**config.mk**
```make
export PLATFORM = sky130hd
export DESIGN_NAME = matmul2x2_sched_flat
export DESIGN_NICKNAME = d
export VERILOG_FILES = /design/src/rtl/matmul2x2_sched_if.sv /design/src/rtl/matmul2x2_sched.sv /design/src/flat_wrapper.sv
export SDC_FILE = /design/constraint.sdc
export NUM_CORES = 1
export LEC_CHECK = 0
export ABC_AREA = 1
export CORE_MARGIN = 1
export CORE_UTILIZATION = 35
export CTS_CLUSTER_SIZE = 20
export DETAILED_ROUTE_END_ITERATION = 16
export SYNTH_ARGS = -nofsm -noshare
export SYNTH_HDL_FRONTEND = slang
export SYNTH_SLANG_ARGS = --single-unit
```
**constraint.sdc**
```tcl
create_clock -name clk -period 4.9 [get_ports clk]
set_clock_uncertainty 0.2 [all_clocks]
set_input_delay 0.735 -clock clk [delete_from_list [all_inputs] [get_ports clk]]
set_output_delay 0.735 -clock clk [all_outputs]
set_load 0.005 [all_outputs]
```
**src/rtl/matmul2x2_sched_if.sv**
```systemverilog
// matmul2x2_sched_if: operand/result bus plus the shared-multiplier handshake
interface matmul2x2_sched_if #(parameter int W = 8);
   logic                 start;
   logic [4*W-1:0]       a_flat, b_flat;
   logic [4*(2*W+1)-1:0] c_flat;
   logic                 busy, done, err;
   logic                 mul_start, mul_done;
   logic [W-1:0]         mul_a, mul_b;
   logic [2*W-1:0]       mul_result;
   modport slave (
      input  start, a_flat, b_flat, mul_result, mul_done,
      output c_flat, busy, done, err, mul_start, mul_a, mul_b
   );
   modport master (
      output start, a_flat, b_flat, mul_result, mul_done,
      input  c_flat, busy, done, err, mul_start, mul_a, mul_b
   );
endinterface

```
**src/rtl/matmul2x2_sched.sv**
```systemverilog
// matmul2x2_sched: unsigned 2x2 matrix product, eight products issued in turn to one external multiplier
module matmul2x2_sched #(
   parameter int W       = 8,
   parameter int TIMEOUT = 64
) (
   input  logic clk,
   input  logic rst,
   matmul2x2_sched_if.slave bus
);
   localparam int CW = 2*W+1;
   localparam int TW = $clog2(TIMEOUT+1);
   typedef enum logic [1:0] {IDLE, ISSUE, WAIT, FIN} state_t;
   state_t          state_q, state_d;
   logic [4*W-1:0]  a_q, a_d, b_q, b_d;
   logic [4*CW-1:0] c_q, c_d;
   logic [CW-1:0]   acc_q, acc_d;
   logic [2:0]      p_q, p_d;
   logic [TW-1:0]   cnt_q, cnt_d;
   logic            err_q, err_d;
   logic [1:0]      ia, ib;
   // p = {i, j, k}: A is read at (i,k), B at (k,j)
   assign ia = {p_q[2], p_q[0]};
   assign ib = {p_q[0], p_q[1]};
   assign bus.busy      = (state_q == ISSUE) || (state_q == WAIT);
   assign bus.done      = state_q == FIN;
   assign bus.mul_start = state_q == ISSUE;
   assign bus.mul_a     = a_q[W*ia +: W];
   assign bus.mul_b     = b_q[W*ib +: W];
   assign bus.c_flat    = c_q;
   assign bus.err       = err_q;
   always_ff @(posedge clk or posedge rst)
      if (rst) begin
         state_q <= IDLE;
         a_q     <= '0;
         b_q     <= '0;
         c_q     <= '0;
         acc_q   <= '0;
         p_q     <= '0;
         cnt_q   <= '0;
         err_q   <= 1'b0;
      end else begin
         state_q <= state_d;
         a_q     <= a_d;
         b_q     <= b_d;
         c_q     <= c_d;
         acc_q   <= acc_d;
         p_q     <= p_d;
         cnt_q   <= cnt_d;
         err_q   <= err_d;
      end
   always_comb begin
      state_d = state_q;
      a_d     = a_q;
      b_d     = b_q;
      c_d     = c_q;
      acc_d   = acc_q;
      p_d     = p_q;
      cnt_d   = cnt_q;
      err_d   = err_q;
      case (state_q)
         IDLE:
            if (bus.start) begin
               a_d     = bus.a_flat;
               b_d     = bus.b_flat;
               err_d   = 1'b0;
               p_d     = '0;
               state_d = ISSUE;
            end
         ISSUE: begin
            cnt_d   = '0;
            state_d = WAIT;
         end
         WAIT:
            if (bus.mul_done) begin
               if (p_q[0]) c_d[CW*p_q[2:1] +: CW] = acc_q + CW'(bus.mul_result);
               else acc_d = CW'(bus.mul_result);
               p_d     = p_q + 3'd1;
               state_d = (p_q == 3'd7) ? FIN : ISSUE;
            end else if (cnt_q == TW'(TIMEOUT-1)) begin
               err_d   = 1'b1;
               state_d = FIN;
            end else cnt_d = cnt_q + TW'(1);
         default: state_d = IDLE;
      endcase
   end
endmodule

```
**src/flat_wrapper.sv**
```systemverilog
// flat-port wrapper written by rule: the top's interface ports become plain ports
module matmul2x2_sched_flat 
#(
   parameter int W       = 8,
   parameter int TIMEOUT = 64
)
  (clk, rst, bus_start, bus_a_flat, bus_b_flat, bus_mul_result, bus_mul_done, bus_c_flat, bus_busy, bus_done, bus_err, bus_mul_start, bus_mul_a, bus_mul_b);
  matmul2x2_sched_if #(.W(W)) bus_i ();
  input  logic clk;
  input  logic rst;
  input wire logic [$bits(bus_i.start)-1:0] bus_start;
  input wire logic [$bits(bus_i.a_flat)-1:0] bus_a_flat;
  input wire logic [$bits(bus_i.b_flat)-1:0] bus_b_flat;
  input wire logic [$bits(bus_i.mul_result)-1:0] bus_mul_result;
  input wire logic [$bits(bus_i.mul_done)-1:0] bus_mul_done;
  output wire logic [$bits(bus_i.c_flat)-1:0] bus_c_flat;
  output wire logic [$bits(bus_i.busy)-1:0] bus_busy;
  output wire logic [$bits(bus_i.done)-1:0] bus_done;
  output wire logic [$bits(bus_i.err)-1:0] bus_err;
  output wire logic [$bits(bus_i.mul_start)-1:0] bus_mul_start;
  output wire logic [$bits(bus_i.mul_a)-1:0] bus_mul_a;
  output wire logic [$bits(bus_i.mul_b)-1:0] bus_mul_b;
  assign bus_i.start = bus_start;
  assign bus_i.a_flat = bus_a_flat;
  assign bus_i.b_flat = bus_b_flat;
  assign bus_i.mul_result = bus_mul_result;
  assign bus_i.mul_done = bus_mul_done;
  assign bus_c_flat = bus_i.c_flat;
  assign bus_busy = bus_i.busy;
  assign bus_done = bus_i.done;
  assign bus_err = bus_i.err;
  assign bus_mul_start = bus_i.mul_start;
  assign bus_mul_a = bus_i.mul_a;
  assign bus_mul_b = bus_i.mul_b;
  matmul2x2_sched #(.W(W), .TIMEOUT(TIMEOUT)) u_core (.clk(clk), .rst(rst), .bus(bus_i));
endmodule
```
==> flow_summary.toml <==
[power_and_ir_drop]
fin_total_pwr_mw = 5.46
power_density_mw_per_mm2 = 525
ir_worst_vdd_mv = 0.217
power_leakage_nw = 5.20

[sta]
drv_slew = 0
period_needed_ns = 3.40
hold_viol = 0
relSlewSlack_pct = 35.7
period_share_pct = 69.4
finalSetupViolCount = 0
fmax_mhz = 294
setup_ws_ns = 1.50
holdWs_ns = 0.275
setup_tns_ns = 0
rsz0062_at_grt = "no"
worst_pin_slew_ns = 0.959

[clock_network]
hold_buffers = 0
numCtsBuffers = 17
cts_buffer_depth = 2
cts.sinks = 161
cts_root_buffer = "clkbuf_16"
ctsResizeCount = 0
cts_tree = "done"
worstSkewPairLatency_ns = 0.43
cts.clk_slew.worst_paths_ns = 0.07
h-tree-depth = 4
post_cts_buffers = 0

[floorplanning]
dieHeight_um = 152
die_w_um = 152
io_pins = 172
initial_core_util_pct = 35.7
design.core.area_mm2 = 0.0219
num_rows = 54
die_area_mm2 = 0.0230

[routing]
vias = 6645
drtAntennaViolNets = 0
firstDrtPassIters = 4
viasPerCell = 4.72
drc = 0
wl_per_cell_um = 14.9
route.final.wire_length_um = 21000
dr.first_iter.drc_count = 348

[placed_design]
dp_slack_ns = 1.75
dpl.cell_count = 1375
postPlaceCellArea_mm2 = 0.00981
io_buffers = 171
globalplace.congestion = 0.823
dpl.hpwl_um = 14500

[global_route]
grt-ovfl-total = 0
grt_pass1_vias = 6484
grt_max_degree = 162
grt_usage_pct = 19.3
antenna_found_initial = 0
grt_first_pass_wirelength_um = 34000

[logic_synthesis]
ys_warn_count = 0
synthCells = 955
synth.distinct_cells = 38
synth_edf_count = 0
ys_top_cells_by_area = "dfrtp_1 (51%), nand2_1 (19%), ha_1 (4.5%)"
syn_avg_cell_area_um2 = 8.19
async_flop_share_pct = 100
yosysSeqAreaShare_pct = 51.5
ys_ff_latch = 161
syn_area_mm2 = 0.00783
synth_flop_cell = "dfrtp_1"
synthesis.nets = 1068
yosysTopAreaCellShare_pct = 51.5
synth_top_area_cell = "dfrtp_1"

[worst_setup_path]
crit_chain = "buf_4, inv_2, o21ai_0, o22ai_1, clkdlybuf4s50_1"
cpMaxStageDelayCell = "clkdlybuf4s50_1"
r2r_start = "u_core.p_q[1]$_DFFE_PP0P_"
crit_fanout = 27
cp-end-kind = "output port"
worstPathRequired_ns = 3.96
startpoint = "u_core.p_q[0]$_DFFE_PP0P_"
crit_type = "flip-flop to output port"
cpPeakStageDelay_ns = 0.56
cp-start-kind = "flip-flop"
arrival_ns = 2.47

[job]
cap_violations = 0

[layout]
postLayoutCoreUtil_pct = 47.5
stdcell_area_mm2 = 0.0104
fin_nets = 1227
diodes = 0
area_growth_pct = 32.8
mostFrequentLayoutCells = "nand2_1 (404), clkdlybuf4s50_1 (171), dfrtp_1 (161), inv_1 (62), nor2_1 (56)"
drive_gt1_share_pct = 6.21
final_common_cell = "nand2_1"
finalNonFillerCells = 1407

[status]
outcome = "complete, no violations"

[worst_hold_path]
hp-start = "u_core.a_q[11]$_DFFE_PP0P_"
hp-class = "flip-flop to flip-flop"
[final timing paths]
| path | to | depth (start not counted) | slack (ns) |
|---|---|---|---|
| max in group asynchronous | u_core.a_q[27]$_DFFE_PP0P_ | 3 | 3.12 |
| hold / removal | u_core.a_q[11]$_DFFE_PP0P_ | 2 | 0.28 |
| hold reg to reg | u_core.a_q[11]$_DFFE_PP0P_ | 2 | 0.28 |
| setup reg to reg | u_core.bus.c_flat[21]$_DFFE_PP0P_ | 6 | 1.85 |
| setup / recovery | bus_mul_b[6] | 5 | 1.50 |
| min in group asynchronous | u_core.acc_q[7]$_DFFE_PP0P_ | 3 | 0.63 |
[sequential cells by signal, summed over array words and instances, names as in the netlist]
name,flops
u_core.a_q,32
u_core.acc_q,16
u_core.b_q,32
u_core.bus.c_flat,68
u_core.bus.err,1
u_core.cnt_q,7
u_core.p_q,3
u_core.state_q,2
[synth_stat cells (2+ instances only)]
master    instances
o22ai_1          17
nand2_4           2
a22o_1           10
nor3_1            5
nor2_2            2
nand2_2           4
xor2_1            7
nand4_1          20
buf_1             2
clkinv_1          2
ha_1             28
o21ai_0          55
clkbuf_1         29
nand2_1         405
inv_2             4
mux2_2           15
nor2_1           56
nand3b_1          3
dfrtp_1         161
inv_1            63
o21ai_1           3
buf_2             3
a21oi_1          14
nand3_1          31
[final cells by class]
type,count,area (um^2)
clock buffers,18,429
multi-input cells,689,3390
clock inverters,14,159
well taps,280,350
flip-flops and latches,161,4030
repair buffers,176,1770
fillers,2133,11500
inverters,69,263
[power breakdown]
| group | internal [mW] | switching (mW) |
|---|---|---|
| Clock | 0.758 | 0.576 |
| Combinational | 0.929 | 1.24 |
| Sequential | 1.73 | 0.228 |
[critical path: cells and delay by family, from the launching register on]
| kind | cells | cell delay (ns) |
|---|---|---|
| flops | 1 | 0.36 |
| buf+inv | 3 | 1.26 |
| compound gates | 2 | 0.42 |
[cell families (layout without fill, tap and decap cells)]
group           after synthesis  after routing  share of synthesized area (%)
mux                          15             15                           2.16
buf+inv                     105            277                           5.23
simple gates                534            534                           28.0
compound gates              103            103                           7.52
flops                       161            161                           51.5
xor+xnor                      8              8                          0.895
fa+ha+maj                    29             29                           4.73
[per-layer routing]
layer	up-vias	part of all wire (%)	global-route usage (%)
li1	3371	-	-
met1	3068	47	26.7
met2	191	46	30.5
met3	15	6.1	4.37
met4	0	1.0	5.00
met5	-	0	0
(Power assumes the default switching activity.)
